<file path="src/rtl/btb_rt_upd_queue_if.sv">
// Retire-update bundle between retire/BTB and the update queue.
// Slave modport is the queue side, master is the retire/BTB side.
interface btb_rt_upd_queue_if #(
    parameter int DROP_CNT_W = 16
);
    logic                  rt0_vld;
    logic [63:0]           rt0_brpc;
    logic                  rt0_brdir;
    logic [63:0]           rt0_brtar;
    logic                  rt1_vld;
    logic [63:0]           rt1_brpc;
    logic                  rt1_brdir;
    logic [63:0]           rt1_brtar;
    logic                  btb_sp_we;
    logic                  rt_ready;
    logic                  btb_rt_we;
    logic [63:0]           btb_rt_brpc;
    logic                  btb_rt_brdir;
    logic [63:0]           btb_rt_brtar;
    logic                  q_empty;
    logic [DROP_CNT_W-1:0] drop_cnt;

    modport master (
        output rt0_vld, rt0_brpc, rt0_brdir, rt0_brtar,
        output rt1_vld, rt1_brpc, rt1_brdir, rt1_brtar,
        output btb_sp_we,
        input  rt_ready, btb_rt_we, btb_rt_brpc, btb_rt_brdir, btb_rt_brtar,
        input  q_empty, drop_cnt
    );

    modport slave (
        input  rt0_vld, rt0_brpc, rt0_brdir, rt0_brtar,
        input  rt1_vld, rt1_brpc, rt1_brdir, rt1_brtar,
        input  btb_sp_we,
        output rt_ready, btb_rt_we, btb_rt_brpc, btb_rt_brdir, btb_rt_brtar,
        output q_empty, drop_cnt
    );
endinterface

</file>
<file path="src/rtl/btb_rt_upd_queue.sv">
// Buffers up to two retired branch updates per cycle and drains one per cycle to the BTB retire port.
// Latency >= 1 cycle; drain yields to btb_sp_we, overflow beyond free space is dropped and counted.
module btb_rt_upd_queue #(
    parameter int DEPTH      = 8,
    parameter int PTR_W      = 3,
    parameter int DROP_CNT_W = 16
) (
    input  logic              clock,
    input  logic              reset_n,
    btb_rt_upd_queue_if.slave bus
);
    typedef struct packed {
        logic [63:0] pc;
        logic        dir;
        logic [63:0] tar;
    } upd_t;

    localparam logic [PTR_W:0] DEPTH_C   = (PTR_W+1)'(DEPTH);
    localparam logic [PTR_W:0] READY_MAX = (PTR_W+1)'(DEPTH - 2);

    upd_t                  mem [DEPTH];
    logic [PTR_W-1:0]      rd_ptr;
    logic [PTR_W-1:0]      wr_ptr;
    logic [PTR_W-1:0]      wr_ptr_nxt1;
    logic [PTR_W:0]        count;
    logic [PTR_W:0]        count_nxt;
    logic [PTR_W:0]        free;
    logic [DROP_CNT_W-1:0] drop_cnt;
    logic [DROP_CNT_W:0]   drop_sum;
    logic                  ready_q;
    logic                  empty;
    logic                  pop;
    logic [1:0]            n_req;
    logic [1:0]            n_acc;
    logic [1:0]            n_drop;
    upd_t                  slot0;
    upd_t                  slot1;
    upd_t                  first;

    always_comb begin
        slot0.pc  = bus.rt0_brpc;
        slot0.dir = bus.rt0_brdir;
        slot0.tar = bus.rt0_brtar;
        slot1.pc  = bus.rt1_brpc;
        slot1.dir = bus.rt1_brdir;
        slot1.tar = bus.rt1_brtar;

        empty = (count == '0);
        pop   = !empty && !bus.btb_sp_we;
        // The same-cycle pop frees a slot, so a full queue still takes one entry.
        free  = DEPTH_C - count + {{PTR_W{1'b0}}, pop};
        n_req = {1'b0, bus.rt0_vld} + {1'b0, bus.rt1_vld};

        if (free >= (PTR_W+1)'(2)) begin
            n_acc = n_req;
        end else if (free == (PTR_W+1)'(1)) begin
            n_acc = (n_req != 2'd0) ? 2'd1 : 2'd0;
        end else begin
            n_acc = 2'd0;
        end
        n_drop = n_req - n_acc;

        // A lone slot 1 behaves as a single push into the first free entry.
        first       = bus.rt0_vld ? slot0 : slot1;
        wr_ptr_nxt1 = wr_ptr + PTR_W'(1);
        count_nxt   = count + {{(PTR_W-1){1'b0}}, n_acc} - {{PTR_W{1'b0}}, pop};
        drop_sum    = {1'b0, drop_cnt} + {{(DROP_CNT_W-1){1'b0}}, n_drop};
    end

    always_ff @(posedge clock or negedge reset_n) begin
        if (!reset_n) begin
            rd_ptr   <= '0;
            wr_ptr   <= '0;
            count    <= '0;
            drop_cnt <= '0;
            ready_q  <= 1'b1;
        end else begin
            if (pop) begin
                rd_ptr <= rd_ptr + PTR_W'(1);
            end
            wr_ptr   <= wr_ptr + PTR_W'(n_acc);
            count    <= count_nxt;
            ready_q  <= (count_nxt <= READY_MAX);
            drop_cnt <= drop_sum[DROP_CNT_W] ? '1 : drop_sum[DROP_CNT_W-1:0];
        end
    end

    always_ff @(posedge clock) begin
        if (n_acc != 2'd0) begin
            mem[wr_ptr] <= first;
        end
        if (n_acc == 2'd2) begin
            mem[wr_ptr_nxt1] <= slot1;
        end
    end

    assign bus.btb_rt_we    = pop;
    assign bus.btb_rt_brpc  = empty ? 64'd0 : mem[rd_ptr].pc;
    assign bus.btb_rt_brdir = empty ? 1'b0  : mem[rd_ptr].dir;
    assign bus.btb_rt_brtar = empty ? 64'd0 : mem[rd_ptr].tar;
    assign bus.q_empty      = empty;
    assign bus.rt_ready     = ready_q;
    assign bus.drop_cnt     = drop_cnt;
endmodule

</file>
<file path="src/flat_wrapper.sv">
// flat-port wrapper written by rule: the top's interface ports become plain ports
module btb_rt_upd_queue_flat 
#(
    parameter int DEPTH      = 8,
    parameter int PTR_W      = 3,
    parameter int DROP_CNT_W = 16
)
  (clock, reset_n, bus_rt0_vld, bus_rt0_brpc, bus_rt0_brdir, bus_rt0_brtar, bus_rt1_vld, bus_rt1_brpc, bus_rt1_brdir, bus_rt1_brtar, bus_btb_sp_we, bus_rt_ready, bus_btb_rt_we, bus_btb_rt_brpc, bus_btb_rt_brdir, bus_btb_rt_brtar, bus_q_empty, bus_drop_cnt);
  btb_rt_upd_queue_if #(.DROP_CNT_W(DROP_CNT_W)) bus_i ();
  input  logic clock;
  input  logic reset_n;
  input wire logic [$bits(bus_i.rt0_vld)-1:0] bus_rt0_vld;
  input wire logic [$bits(bus_i.rt0_brpc)-1:0] bus_rt0_brpc;
  input wire logic [$bits(bus_i.rt0_brdir)-1:0] bus_rt0_brdir;
  input wire logic [$bits(bus_i.rt0_brtar)-1:0] bus_rt0_brtar;
  input wire logic [$bits(bus_i.rt1_vld)-1:0] bus_rt1_vld;
  input wire logic [$bits(bus_i.rt1_brpc)-1:0] bus_rt1_brpc;
  input wire logic [$bits(bus_i.rt1_brdir)-1:0] bus_rt1_brdir;
  input wire logic [$bits(bus_i.rt1_brtar)-1:0] bus_rt1_brtar;
  input wire logic [$bits(bus_i.btb_sp_we)-1:0] bus_btb_sp_we;
  output wire logic [$bits(bus_i.rt_ready)-1:0] bus_rt_ready;
  output wire logic [$bits(bus_i.btb_rt_we)-1:0] bus_btb_rt_we;
  output wire logic [$bits(bus_i.btb_rt_brpc)-1:0] bus_btb_rt_brpc;
  output wire logic [$bits(bus_i.btb_rt_brdir)-1:0] bus_btb_rt_brdir;
  output wire logic [$bits(bus_i.btb_rt_brtar)-1:0] bus_btb_rt_brtar;
  output wire logic [$bits(bus_i.q_empty)-1:0] bus_q_empty;
  output wire logic [$bits(bus_i.drop_cnt)-1:0] bus_drop_cnt;
  assign bus_i.rt0_vld = bus_rt0_vld;
  assign bus_i.rt0_brpc = bus_rt0_brpc;
  assign bus_i.rt0_brdir = bus_rt0_brdir;
  assign bus_i.rt0_brtar = bus_rt0_brtar;
  assign bus_i.rt1_vld = bus_rt1_vld;
  assign bus_i.rt1_brpc = bus_rt1_brpc;
  assign bus_i.rt1_brdir = bus_rt1_brdir;
  assign bus_i.rt1_brtar = bus_rt1_brtar;
  assign bus_i.btb_sp_we = bus_btb_sp_we;
  assign bus_rt_ready = bus_i.rt_ready;
  assign bus_btb_rt_we = bus_i.btb_rt_we;
  assign bus_btb_rt_brpc = bus_i.btb_rt_brpc;
  assign bus_btb_rt_brdir = bus_i.btb_rt_brdir;
  assign bus_btb_rt_brtar = bus_i.btb_rt_brtar;
  assign bus_q_empty = bus_i.q_empty;
  assign bus_drop_cnt = bus_i.drop_cnt;
  btb_rt_upd_queue #(.DEPTH(DEPTH), .PTR_W(PTR_W), .DROP_CNT_W(DROP_CNT_W)) u_core (.clock(clock), .reset_n(reset_n), .bus(bus_i));
endmodule
</file>
<file path="config.mk">
export PLATFORM = sky130hd
export DESIGN_NAME = btb_rt_upd_queue_flat
export DESIGN_NICKNAME = d
export VERILOG_FILES = /design/src/rtl/btb_rt_upd_queue_if.sv /design/src/rtl/btb_rt_upd_queue.sv /design/src/flat_wrapper.sv
export SDC_FILE = /design/constraint.sdc
export NUM_CORES = 2
export LEC_CHECK = 0
export BUFFER_PORTS_ARGS = -buffer_cell sky130_fd_sc_hd__buf_2
export CAP_MARGIN = 40
export CORE_AREA = 2 2 362 364
export DETAILED_ROUTE_END_ITERATION = 10
export DIE_AREA = 0 0 364 366
export PLACE_DENSITY = 0.69
export SLEW_MARGIN = 20
export SYNTH_ARGS = -nofsm -noshare
export SYNTH_HDL_FRONTEND = slang
export SYNTH_SLANG_ARGS = --single-unit
</file>
<file path="constraint.sdc">
create_clock -name clock -period 19.45 [get_ports clock]
set_input_delay 3.89 -clock clock [delete_from_list [all_inputs] [get_ports clock]]
set_output_delay 3.89 -clock clock [all_outputs]
set_load 0.05 [all_outputs]
</file>
======== Word-level counts from Yosys, hierarchy flattened ========
Memory sizes are Yosys's and may differ from the RTL's.
Index checks and enable logic that the tools add are counted.
cells by class
  add/subtract/negate cells ............... 10
  magnitude comparators ................... 2
  equality and inequality tests ........... 2
  muxes and demuxes ....................... 12
  reductions and logical operators ........ 6
operator list
  operator                                                            number
  two-way mux 129 bit                                                 1
  two-way mux 64 bit                                                  2
  adder 16 x 2 -> 17 bit                                              1
  two-way mux 16 bit                                                  1
  adder 3 x 1 -> 3 bit (second input constant)                        2
  two-way mux 1 bit                                                   6
  adder 4 x 1 -> 4 bit                                                1
  adder 4 x 2 -> 4 bit                                                1
  equality test 4 x 1 -> 1 bit (second input constant)                1
  greater-or-equal comparator 4 x 2 -> 1 bit (second input constant)  1
  less-or-equal comparator 4 x 3 -> 1 bit (second input constant)     1
  zero test 4 bit                                                     1
  two-way mux 2 bit                                                   2
  nonzero test 2 bit                                                  2
  subtractor 4 x 1 -> 4 bit                                           1
  subtractor 4 bit (first input constant)                             1
  adder 3 x 2 -> 3 bit                                                1
  adder 1 x 1 -> 2 bit                                                1
  equality test 2 bit (second input constant)                         1
  zero test 1 bit                                                     2
  subtractor 2 bit                                                    1
  logical AND 1 bit                                                   1
word-level totals
  register bits ........................... 27
  bits in writable memories ............... 1032
  input port bits ......................... 263
  output and inout bits ................... 148
  word-level logic and storage cells ...... 38
  memories kept ........................... 1
memories
  memory      depth  bits a word  rd ports  clocked after Yosys merged registers in  write ports  line                    RTL
  u_core.mem  8      129          1         0                                        2            btb_rt_upd_queue.sv:21  upd_t mem [DEPTH];

======== Logic depth before layout (Yosys ltp) ========
  depth in word-level cells ............... 10
  depth in mapped cells ................... 23
  mapped depth without buffers ............ 20

======== Worst setup path after synthesis ========
No wires, ideal clock.
  path kind ............................... input -> register
  start ................................... in bus_btb_sp_we
  end ..................................... mem u_core.mem[0][0] (netlist bit), enable pin
  setup time .............................. 0.966 ns
  arrival time ............................ 19.095 ns
  required time ........................... 18.484 ns
  path slack .............................. -0.611 ns
  stages on the path ...................... 11
  buffers on the path ..................... 1
  cell sequence ........................... nor2_1 > inv_1 > ha_1 > inv_1 > ha_1 > nand2b_4 > nor4b_2 > a21oi_4 > buf_12 > mux2i_2 > o41ai_1
RTL lines
  what         line                    RTL
  from (decl)  flat_wrapper.sv:20      input wire logic [$bits(bus_i.btb_sp_we)-1:0] bus_btb_sp_we;
  to (decl)    btb_rt_upd_queue.sv:21

======== Final worst setup path ========
  start ................................... in bus_btb_sp_we
  end ..................................... out bus_btb_rt_we
on the way
  cells in the longest elaborated chain, start to end .. 2
RTL lines
  what               line                    RTL
  zero test 1 bit    btb_rt_upd_queue.sv:49  pop = !empty && !bus.btb_sp_we;
  logical AND 1 bit  btb_rt_upd_queue.sv:49
  to (decl)          flat_wrapper.sv:22      output wire logic [$bits(bus_i.btb_rt_we)-1:0] bus_btb_rt_we;
Every way passes these cells.

==> results_tabular.tex <==
\begin{tabular}{lr}
\hline
Metric & Value \\
\hline
\multicolumn{2}{l}{\textbf{Timing}} \\
\quad Hold Fails Final Rpt & 0 \\
\quad Setup slack of the critical path after layout & 10,760 ps \\
\quad Final min period & 8685 ps \\
\quad Final Hold Slack & 545.0 ps \\
\quad Pin slew with the least headroom to its limit & 1017 ps \\
\quad Setup repair after global routing missed its margin & no \\
\quad Final Skew & 22.62 ps \\
\quad Normalized max-slew margin & 32.20\% \\
\quad Tcrit/Tclk final & 44.65\% \\
\quad Final setup violation count & 0 \\
\quad Timing-limited maximum frequency & 115.1 MHz \\
\quad Pins Over Slew Limit & 0 \\
\multicolumn{2}{l}{\textbf{Min path}} \\
\quad Endpoint with the worst hold slack & u\_core.bus.drop\_cnt[9]\$\_DFF\_PN0\_ \\
\quad Beginning of the worst hold path & u\_core.bus.drop\_cnt[9]\$\_DFF\_PN0\_ \\
\quad Number of cells traversed by the worst hold path & 2 \\
\quad Class of the worst hold path & reg -> reg \\
\multicolumn{2}{l}{\textbf{Global routing}} \\
\quad Number of global-route vias before repair & 31,934 \\
\quad All-layer global routing usage & 22.00\% \\
\quad GR Layer Usage met2 & 37.42\% \\
\quad GRT met3 Usage & 4.703\% \\
\quad Fraction of met1 tracks used by global routing & 28.18\% \\
\quad Total gr overflow & 0 \\
\quad Layer with the highest usage & met2 \\
\quad First-pass GRT wire length & 216.0 mm \\
\quad Largest net degree at the start of global routing & 122 \\
\quad Antenna violations before repair & 32 \\
\multicolumn{2}{l}{\textbf{Yosys}} \\
\quad Number of flops mapped to enable cells by yosys & 1,032 \\
\quad Number of library cell types mapped by synthesis & 49 \\
\quad Main flop type after synthesis & sky130\_fd\_sc\_hd\_\_edfxtp\_1 \\
\quad Synthesized netlist net count & 3,383 \\
\quad Post-synthesis sequential element count & 1,059 \\
\quad Async set-or-reset flop fraction in the synthesized netlist & 2.550\% \\
\quad Sequential fraction of the synthesis area & 54.79\% \\
\quad Netlist Area Pre-Place & 57,800 um\^{}2 \\
\quad Per-instance average area after synthesis & 18.64 um\^{}2 \\
\quad Synthesized instance count & 3,101 \\
\quad Ys Warns & 0 \\
\multicolumn{2}{l}{\textbf{Floorplan}} \\
\quad Die outline height & 366 um \\
\quad Number of I/O pins & 411 \\
\quad DIE WIDTH & 364 um \\
\quad Area of the core & 129,000 um\^{}2 \\
\quad Initial Util & 44.81\% \\
\quad \# rows & 132 \\
\quad Die ar. & 133,200 um\^{}2 \\
\multicolumn{2}{l}{\textbf{Clock tree}} \\
\quad Clock H-tree levels & 3 \\
\quad Number of gates given a new drive strength after cts & 0 \\
\quad Clock tree from TritonCTS & yes \\
\quad Clock Sinks & 1,059 \\
\quad Clock root cell & sky130\_fd\_sc\_hd\_\_clkbuf\_16 \\
\quad Hold buffer count at CTS & 0 \\
\quad TritonCTS buffer count & 116 \\
\quad CTS clock-pin slew for the worst setup and hold paths & 60 ps \\
\quad Post-CTS repair timing setup buffer count & 0 \\
\quad Clk\_lat worst skew & 740 ps \\
\quad Clock Tree Buf Depth & 3 \\
\multicolumn{2}{l}{\textbf{Detailed routing}} \\
\quad Initial DRC count & 2,541 \\
\quad Ratio of routed vias to standard cells & 5.682 \\
\quad Vias after detailed routing & 30,375 \\
\quad Number of remaining DRC errors & 0 \\
\quad ANT nets after route & 0 \\
\quad Routed wire length per instance & 27.68 um \\
\quad Iteration count of the initial detailed-routing pass & 5 \\
\quad Routed wire length & 148.0 mm \\
\multicolumn{2}{l}{\textbf{Layout}} \\
\quad Top library cells by usage in the layout, fill and taps aside & sky130\_fd\_sc\_hd\_\_edfxtp\_1 (1,032), sky130\_fd\_sc\_hd\_\_mux2\_4 (670), sky130\_fd\_sc\_hd\_\_buf\_2 (409) \\
\quad Filler Cells Inserted & 10,519 \\
\quad Net count of the finished layout & 3,788 \\
\quad Area of combinational cells with multiple inputs & 24,330 um\^{}2 \\
\quad Leading cell type in the layout, fill and taps excluded & sky130\_fd\_sc\_hd\_\_edfxtp\_1 \\
\quad Layout area overhead & 12.73\% \\
\quad Area occupied by registers & 31,680 um\^{}2 \\
\quad Share of layout cells above drive strength 1 & 55.11\% \\
\multicolumn{2}{l}{\textbf{Outcome}} \\
\quad Run status & completed \\
\multicolumn{2}{l}{\textbf{Critical path}} \\
\quad Kind of critical path & in -> out \\
\quad Worst r2r src & u\_core.count[2]\$\_DFF\_PN0\_ \\
\quad Data arrival time at the worst-slack endpoint & 4800 ps \\
\quad Most frequent CP cell & sky130\_fd\_sc\_hd\_\_buf\_2 \\
\quad Largest stage delay, worst path & 440 ps \\
\quad Setup slack on the worst flop-to-flop path & 13,800 ps \\
\quad Endpoint class of the critical path & output pin \\
\quad Path depth of the worst reg2reg path & 16 \\
\quad Nature of the critical path startpoint & input pin \\
\quad Critical path cell sequence & buf\_2, nor2\_1, buf\_2 \\
\quad Destination of the worst register-to-register timing path & u\_core.mem[4][41]\$\_DFFE\_PP\_ \\
\quad Critical path fanouts, max & 6 \\
\quad Worst Path Required & 15,560 ps \\
\quad Critical path's slowest cell & sky130\_fd\_sc\_hd\_\_nor2\_1 \\
\multicolumn{2}{l}{\textbf{Power and ir drop}} \\
\quad PnR Total Power & 9.799 mW \\
\quad Total power per unit cell area & 150.4 nW/um\^{}2 \\
\quad Leakage Power & 25.50 nW \\
\quad Largest voltage drop on the vdd net & 0.1606 mV \\
\multicolumn{2}{l}{\textbf{Place}} \\
\quad IO Port Bufs & 410 \\
\quad HPWL after detailed placement & 86.02 mm \\
\quad Gp weighted congestion & 0.7481 \\
\quad Pre-CTS setup slack & 10,770 ps \\
\multicolumn{2}{l}{\textbf{Run}} \\
\quad Number of violations of the max-capacitance limit & 0 \\
\hline
\end{tabular}
## state kept, by name, summed over array words and instances, names as in the netlist
register	cells
u_core.bus.drop_cnt	16
u_core.count	4
u_core.bus.rt_ready	1
u_core.mem	1032
u_core.rd_ptr	3
u_core.wr_ptr	3
## Yosys cell counts (2+ instances only)
cell type	number	area, um^2
sky130_fd_sc_hd__mux2i_1	129	1291
sky130_fd_sc_hd__nor2_2	2	12.51
sky130_fd_sc_hd__nor2b_1	2	12.51
sky130_fd_sc_hd__nand2_1	19	71.32
sky130_fd_sc_hd__buf_6	22	247.7
sky130_fd_sc_hd__mux4_2	258	5811
sky130_fd_sc_hd__buf_4	2	15.01
sky130_fd_sc_hd__buf_8	66	991.0
sky130_fd_sc_hd__fa_1	3	60.06
sky130_fd_sc_hd__nand3_1	7	35.03
sky130_fd_sc_hd__nand3_4	6	105.1
sky130_fd_sc_hd__xnor2_1	8	70.07
sky130_fd_sc_hd__clkbuf_1	57	214.0
sky130_fd_sc_hd__nand3_2	2	20.02
sky130_fd_sc_hd__edfxtp_1	1032	30990
sky130_fd_sc_hd__o21ai_0	6	30.03
sky130_fd_sc_hd__o41ai_1	5	43.79
sky130_fd_sc_hd__buf_1	15	56.30
sky130_fd_sc_hd__a31oi_1	3	18.77
sky130_fd_sc_hd__ha_1	16	200.2
sky130_fd_sc_hd__a21oi_1	3	15.01
sky130_fd_sc_hd__dfrtp_1	26	650.6
sky130_fd_sc_hd__mux2_2	382	4302
sky130_fd_sc_hd__mux2_4	670	10060
sky130_fd_sc_hd__buf_2	54	270.3
sky130_fd_sc_hd__xor2_1	8	70.07
sky130_fd_sc_hd__inv_1	21	78.83
sky130_fd_sc_hd__mux2_1	112	1261
sky130_fd_sc_hd__nand2b_1	3	18.77
sky130_fd_sc_hd__nor2_1	139	521.8
sky130_fd_sc_hd__and3_1	2	12.51
sky130_fd_sc_hd__nand4_1	4	25.02
## worst max-delay path, delay by kind of cell
family / cells / cell delay [ps]
buf+inv: 2 / 470
simple gates: 1 / 440
## through the flow
stage | cell area [um^2] | utilization (%) | TNS, ps | instances
finish | 65150 | 50.51 | 0 | 5346
global route | 65150 | 50.51 | 0 | 5345
CTS | 65060 | 50.44 | 0 | 5339
detailed placement | 61590 | 47.75 | 0 | 5127
global placement | 60850 | 47.17 | 0 | 5097
floorplan | 57800 | - | -315040 | 3101
## worst max path at each step
stage | cells past startpoint | endpoint | slack (ps) | start
6_report | 3 | bus_btb_rt_we | 10760 | bus_btb_sp_we
5_1_grt | 3 | bus_btb_rt_we | 10740 | bus_btb_sp_we
4_1_cts | 3 | bus_btb_rt_we | 10770 | bus_btb_sp_we
3_5_place_dp | 3 | bus_btb_rt_we | 10770 | bus_btb_sp_we
3_3_place_gp | 13 | u_core.mem[2][84]$_DFFE_PP_ | 10600 | bus_btb_sp_we
2_1_floorplan | 11 | u_core.mem[0][0]$_DFFE_PP_ | -610 | bus_btb_sp_we
## kinds of logic after synthesis
logic type / count (synthesis) / synth area share (%)
adders and majority gates: 19 / 0.4503
DFF: 1059 / 54.79
AOI/OAI and AO/OA: 21 / 0.2511
muxes: 1552 / 39.34
xor gates and xnor gates: 18 / 0.3183
and+or+nand+nor: 194 / 1.572
buffers and inverters: 238 / 3.275
## cell type report
| type | count | share of cell area, % |
|---|---|---|
| Timing Repair Buffer | 504 | 5.224 |
| Clock buffer | 159 | 4.784 |
| Inverter | 21 | 0.1210 |
| Sequential cell | 1059 | 48.62 |
| Tap cell | 1742 | 3.345 |
| Antenna cell | 4 | 0.01536 |
| Multi-Input combinational cell | 1804 | 37.35 |
| Clock inverter | 53 | 0.5435 |
## where the power goes
group	leakage [nW]	switching (mW)	total [mW]	internal, mW
logic	14.1	2.79	4.34	1.55
registers	9.74	0.191	3.39	3.20
clock network	1.68	0.909	2.06	1.15
total	25.5	3.89	9.80	5.91
## routing by layer
metal | vias to the layer above | routed length, um
li1 | 13294 | -
met1 | 15928 | 60590
met2 | 866 | 74520
met3 | 237 | 9339
met4 | 50 | 3215
met5 | - | 303
Power figures use the tool's default switching activity.
